`src/rtl/serial_link_obi_arb_pkg.sv`:
```
// Shared types and helpers for the serial-link OBI arbiter.
// Flat OBI bundles plus index-width helper.
package serial_link_obi_arb_pkg;

    localparam int unsigned ObiAddrWidth = 32;
    localparam int unsigned ObiDataWidth = 32;
    localparam int unsigned ObiBeWidth   = ObiDataWidth / 8;

    typedef struct packed {
        logic                    req;
        logic [ObiAddrWidth-1:0] addr;
        logic                    we;
        logic [ObiBeWidth-1:0]   be;
        logic [ObiDataWidth-1:0] wdata;
    } obi_flat_req_t;

    typedef struct packed {
        logic                    gnt;
        logic                    rvalid;
        logic [ObiDataWidth-1:0] rdata;
    } obi_flat_rsp_t;

    function automatic int unsigned idx_width(input int unsigned n);
        return (n > 1) ? $clog2(n) : 1;
    endfunction

endpackage

```
`src/rtl/serial_link_obi_arb_idq.sv`:
```
// In-order queue of requester IDs for in-flight OBI transactions.
// Wrap-around pointers, occupancy counter drives full/empty.
module serial_link_obi_arb_idq
    import serial_link_obi_arb_pkg::*;
#(
    parameter int unsigned Depth = 2,
    parameter int unsigned Width = 1,
    localparam int unsigned CntW = $clog2(Depth + 1)
) (
    input  logic            clk_i,
    input  logic            rst_ni,
    input  logic            push,
    input  logic            pop,
    input  logic [Width-1:0] wdata,
    output logic [Width-1:0] head,
    output logic            full,
    output logic            empty,
    output logic [CntW-1:0] count
);

    localparam int unsigned PtrW = idx_width(Depth);

    logic [Width-1:0] mem [Depth];
    logic [PtrW-1:0]  wptr;
    logic [PtrW-1:0]  rptr;
    logic [CntW-1:0]  cnt;
    logic             do_push;
    logic             do_pop;

    function automatic logic [PtrW-1:0] ptr_inc(input logic [PtrW-1:0] p);
        return (p == PtrW'(Depth - 1)) ? '0 : p + PtrW'(1);
    endfunction

    assign full    = (cnt == CntW'(Depth));
    assign empty   = (cnt == '0);
    assign do_push = push & ~full;
    assign do_pop  = pop & ~empty;
    assign head    = mem[rptr];
    assign count   = cnt;

    always_ff @(posedge clk_i) begin
        if (do_push) begin
            mem[wptr] <= wdata;
        end
    end

    always_ff @(posedge clk_i) begin
        if (!rst_ni) begin
            wptr <= '0;
            rptr <= '0;
            cnt  <= '0;
        end else begin
            if (do_push) begin
                wptr <= ptr_inc(wptr);
            end
            if (do_pop) begin
                rptr <= ptr_inc(rptr);
            end
            unique case (1'b1)
                do_push & ~do_pop: cnt <= cnt + CntW'(1);
                do_pop & ~do_push: cnt <= cnt - CntW'(1);
                default: ;
            endcase
        end
    end

endmodule

```
`src/rtl/serial_link_obi_arbiter.sv`:
```
// Round-robin OBI arbiter in front of the serial-link slave port.
// Locks the presented master until granted; routes responses in order.
module serial_link_obi_arbiter
    import serial_link_obi_arb_pkg::*;
#(
    parameter int unsigned NumReq         = 2,
    parameter int unsigned AddrWidth      = 32,
    parameter int unsigned DataWidth      = 32,
    parameter int unsigned MaxOutstanding = 2,
    localparam int unsigned BeWidth  = DataWidth / 8,
    localparam int unsigned CntWidth = $clog2(MaxOutstanding + 1)
) (
    input  logic                               clk_i,
    input  logic                               rst_ni,
    input  logic [NumReq-1:0]                  req_i,
    input  logic [NumReq-1:0][AddrWidth-1:0]   addr_i,
    input  logic [NumReq-1:0]                  we_i,
    input  logic [NumReq-1:0][BeWidth-1:0]     be_i,
    input  logic [NumReq-1:0][DataWidth-1:0]   wdata_i,
    output logic [NumReq-1:0]                  gnt_o,
    output logic [NumReq-1:0]                  rvalid_o,
    output logic [DataWidth-1:0]               rdata_o,
    output logic                               req_o,
    output logic [AddrWidth-1:0]               addr_o,
    output logic                               we_o,
    output logic [BeWidth-1:0]                 be_o,
    output logic [DataWidth-1:0]               wdata_o,
    input  logic                               gnt_i,
    input  logic                               rvalid_i,
    input  logic [DataWidth-1:0]               rdata_i,
    output logic [CntWidth-1:0]                outstanding_o,
    output logic                               err_o
);

    localparam int unsigned IdxW = idx_width(NumReq);

    logic [IdxW-1:0] rr_q;
    logic [IdxW-1:0] lock_idx_q;
    logic            lock_q;
    logic [IdxW-1:0] sel;
    logic [IdxW-1:0] sel_inc;
    logic [IdxW:0]   cand;
    logic            found;
    logic            hs;
    logic            pop;
    logic            full;
    logic            empty;
    logic [IdxW-1:0] head;

    always_comb begin
        sel   = rr_q;
        found = 1'b0;
        cand  = '0;
        if (lock_q) begin
            sel = lock_idx_q;
        end else begin
            for (int i = 0; i < NumReq; i++) begin
                cand = {1'b0, rr_q} + (IdxW + 1)'(i);
                if (cand >= (IdxW + 1)'(NumReq)) begin
                    cand = cand - (IdxW + 1)'(NumReq);
                end
                if (!found && req_i[cand[IdxW-1:0]]) begin
                    sel   = cand[IdxW-1:0];
                    found = 1'b1;
                end
            end
        end
    end

    // full is registered occupancy, so rvalid_i never reaches req_o/gnt_o
    assign req_o   = rst_ni & req_i[sel] & ~full;
    assign hs      = req_o & gnt_i;
    assign pop     = rst_ni & rvalid_i & ~empty;
    assign sel_inc = (sel == IdxW'(NumReq - 1)) ? '0 : sel + IdxW'(1);

    assign addr_o  = addr_i[sel];
    assign we_o    = we_i[sel];
    assign be_o    = be_i[sel];
    assign wdata_o = wdata_i[sel];
    assign rdata_o = rdata_i;

    always_comb begin
        gnt_o         = '0;
        gnt_o[sel]    = hs;
        rvalid_o      = '0;
        rvalid_o[head] = pop;
    end

    always_ff @(posedge clk_i) begin
        if (!rst_ni) begin
            rr_q       <= '0;
            lock_q     <= 1'b0;
            lock_idx_q <= '0;
            err_o      <= 1'b0;
        end else begin
            if (hs) begin
                rr_q   <= sel_inc;
                lock_q <= 1'b0;
            end else if (req_i[sel]) begin
                lock_q     <= 1'b1;
                lock_idx_q <= sel;
            end
            if (rvalid_i && empty) begin
                err_o <= 1'b1;
            end
        end
    end

    serial_link_obi_arb_idq #(
        .Depth (MaxOutstanding),
        .Width (IdxW)
    ) i_idq (
        .clk_i  (clk_i),
        .rst_ni (rst_ni),
        .push   (hs),
        .pop    (pop),
        .wdata  (sel),
        .head   (head),
        .full   (full),
        .empty  (empty),
        .count  (outstanding_o)
    );

endmodule

```
`config.mk`:
```
export PLATFORM = sky130hd
export DESIGN_NAME = serial_link_obi_arbiter
export DESIGN_NICKNAME = d
export VERILOG_FILES = /design/src/rtl/serial_link_obi_arb_pkg.sv /design/src/rtl/serial_link_obi_arb_idq.sv /design/src/rtl/serial_link_obi_arbiter.sv
export SDC_FILE = /design/constraint.sdc
export NUM_CORES = 1
export LEC_CHECK = 0
export BUFFER_PORTS_ARGS = -buffer_cell sky130_fd_sc_hd__buf_2
export CAP_MARGIN = 10
export CORE_AREA = 5 5 109 111
export DETAILED_ROUTE_END_ITERATION = 12
export DIE_AREA = 0 0 114 116
export PLACE_DENSITY = 0.49
export SLEW_MARGIN = 10
export SYNTH_ARGS = -nofsm -noshare
export SYNTH_HDL_FRONTEND = slang
export SYNTH_SLANG_ARGS = --single-unit
```
`constraint.sdc`:
```
create_clock -name clk_i -period 1.95 [get_ports clk_i]
set_input_delay 0.2925 -clock clk_i [delete_from_list [all_inputs] [get_ports clk_i]]
set_output_delay 0.2925 -clock clk_i [all_outputs]
set_load 0.05 [all_outputs]
```
==> results.md <==
- 1st-pass router iterations: 3
- GRT Util Overall: 11.24%
- Pwr Total: 2.363 mW
- Sequential area share after synthesis: 14.74%
- Slew margin rel.: 75.01%
- Core area: 10700 um^2
- Final TNS setup: -5797 ps
- Netlist cell types: 29
- Post-Syn Area: 1630 um^2
- Worst reg2reg path endpoint: i_idq.count[1]
- Global route overflow: 0
- # fillers: 1072
- Slew @ Worst Pin: 373.2 ps
- Arr. time, crit path: 1780 ps
- DRC: 0
- Post-synth EDFFs: 2
- Final period util: 106.2%
- Initial DRC count: 30
- Min-delay worst type: input pin to flop
- H-tree depth: 1
- Die area: 13220 um^2
- Synth top area cells: mux2_2, buf_4, dfxtp_1, buf_6, edfxtp_1
- Sequential Area: 252.7 um^2
- Cts bufs inserted: 3
- Maximum vdd drop: 0.3252 mV
- CTS tree: built
- Initial antenna violation count: 2
- PortBufs: 220
- Final hold violation count: 0
- Final Non-Filler Cells: 507
- Cells after DPL: 500
- Crit path required time: 1660 ps
- Most used DFF post-synth: dfxtp_1
- Layout cells sized above 1: 86.92%
- Status: finished, violations left
- DR vias/cell: 4.067
- Max Root-Sink Buffers: 2
- Routed WL per cell: 17.57 um
- Final-report setup violation count: 68
- Worst-Skew Late Latency: 230 ps
- Post-CTS Hold Fix Bufs: 0
- RSZ-0062 raised after global routing: true
- GPL Wtd Cong: 0.7702
- NumNets Final: 545
- Net Count, Synth: 343
- Power density over cell area: 635.2 nW/um^2
- CP Launch Point: rr_q
- CP max FO: 8
- WHS Path Cells: 3
- Die Wd: 114 um
- Reg2Reg Depth: 6
- Post-layout min period: 2070 ps
- Critical Path End: wdata_o[22]
- Die Ht: 116 um
- Ys Warns: 0
- Placed Area: 2714 um^2
- Starting Density: 15.24%
- Critical setup path kind: flop to output port
- Reg2reg setup slack: 180 ps
- Flops & latches, synth: 11
- Root buffer cell: clkbuf_8
- Worst Skew: 2.305 ps
- Clock transition at path regs: 50 ps
- Crit start category: flop
- Post-Synthesis Cells: 166
- Max Slew Vio Count: 0
- Number of max-cap violations: 0
- Via count: 2062
- CP Capture Type: output port
- FP Rows: 38
- Design area: 3720 um^2
- Num ports: 285
- Synth area leader: mux2_2
- Post-synthesis async set-or-reset flop share: 0%
- # diodes: 0
- Vias in the first global route: 2215
- Failing checks: negative setup slack
- Multi-input logic area: 1301 um^2
- Worst R2R Start: i_idq.count[0]
- Area share of the largest cell type after synthesis: 44.21%
- First-pass GRT wire length: 11850 um
- DRT antenna net count: 0
- Largest net degree at the start of global routing: 25
- Leakage power: 1.942 nW
- Final wirelength: 8907 um
- Syn Area/Cell: 9.821 um^2
- Fmax: 0.4831 GHz
- Synth-to-Final Area Change: 128.2%
- Final worst slack: -120.0 ps
- Clock sinks: 11
- HPWL Detailed: 6996 um
==> power by group <==
group | leakage (nW) | internal, mW | switching, mW
clock | 0.0228 | 0.143 | 0.0766
combinational | 1.82 | 0.868 | 1.00
sequential | 0.0949 | 0.254 | 0.0197
==> logic make-up after synthesis <==
family,count (synthesis),share of synthesized area (%)
buffers and inverters,45,21.03
multiplexers,72,49.50
flip-flops,11,14.74
AND/OR/NAND/NOR,20,5.373
XOR/XNOR,3,1.612
adder cells (fa/ha/maj),1,0.7673
AO/OA/AOI/OAI,14,6.984
==> synthesized netlist by cell type (2+ instances only) <==
master,n
mux2_2,64
buf_4,32
nor2_1,10
dfxtp_1,9
buf_6,7
mux2_1,5
nand2_1,5
a21oi_1,3
inv_1,3
mux2i_1,3
o211ai_1,3
and3_1,2
edfxtp_1,2
o21ai_0,2
xor2_1,2
==> final cells by class <==
type,count,area share (%)
repair buffers,238,51.90
multi-input cells,110,34.98
flip-flops and latches,11,6.794
well taps,140,4.709
clock buffers,4,1.211
inverters,4,0.4036
==> stage by stage <==
stage,hold WS [ps],utilization [%],setup slack [ps]
4_1_cts,312.6,32.30,-161.1
3_5_place_dp,464.9,25.37,-131.8
6_report,307.3,34.77,-120.0
2_1_floorplan,402.2,-,9.086
3_3_place_gp,446.3,25.37,-82.45
5_1_grt,335.4,34.77,-190.4
==> layout by cell type (no fill, tap or decap), types with 2 or more instances in the layout <==
cell type	instances
buf_4	5
dfxtp_4	3
a21oi_1	3
xor2_1	2
and3_1	2
mux2_4	65
mux2i_1	3
buf_2	150
buf_8	48
clkbuf_8	3
dfxtp_1	5
mux2_2	4
nor2_1	8
edfxtp_1	2
inv_1	3
buf_6	31
buf_12	2
o21ai_0	2
o211ai_1	3
nand2_1	5
==> worst max-delay path: stages, from the launching register on <==
cell and delay, ps:
dfxtp_4 370, nor2_4 40, o31ai_4 210, buf_6 160, buf_8 140, buf_8 150, mux2_4 320, buf_8 150
==> sequential cells by signal, indices dropped and copies added (netlist names), named ones only <==
signal	cells
i_idq.count	2
i_idq.rptr	1
err_o	1
lock_q	1
i_idq.mem	2
lock_idx_q	1
rr_q	1
i_idq.wptr	1
==> worst min-delay path by stage <==
| stage | from | end |
|---|---|---|
| CTS | rvalid_i | err_o |
| detailed placement | err_o | err_o |
| finish | rvalid_i | err_o |
| global route | rvalid_i | err_o |
| floorplan | req_i[0] | lock_idx_q |
| global placement | err_o | err_o |
==> what timing repair did <==
action / 4_1_cts / 5_1_grt
resized for setup: 206 / 65
buffers inserted: 1 / 0
gates cloned: 1 / 1
setup endpoints to repair: 69 / 70
pin swaps: 1 / 2
==> per-layer routing <==
metal	share of wire [%]	GRT usage, %	vias up
met3	9.1	3.499	14
met1	34	12.73	952
li1	-	-	962
met4	1.1	1.821	0
met2	56	21.00	134
met5	0	0	-
No activity file was read; power rests on OpenSTA's default activity.
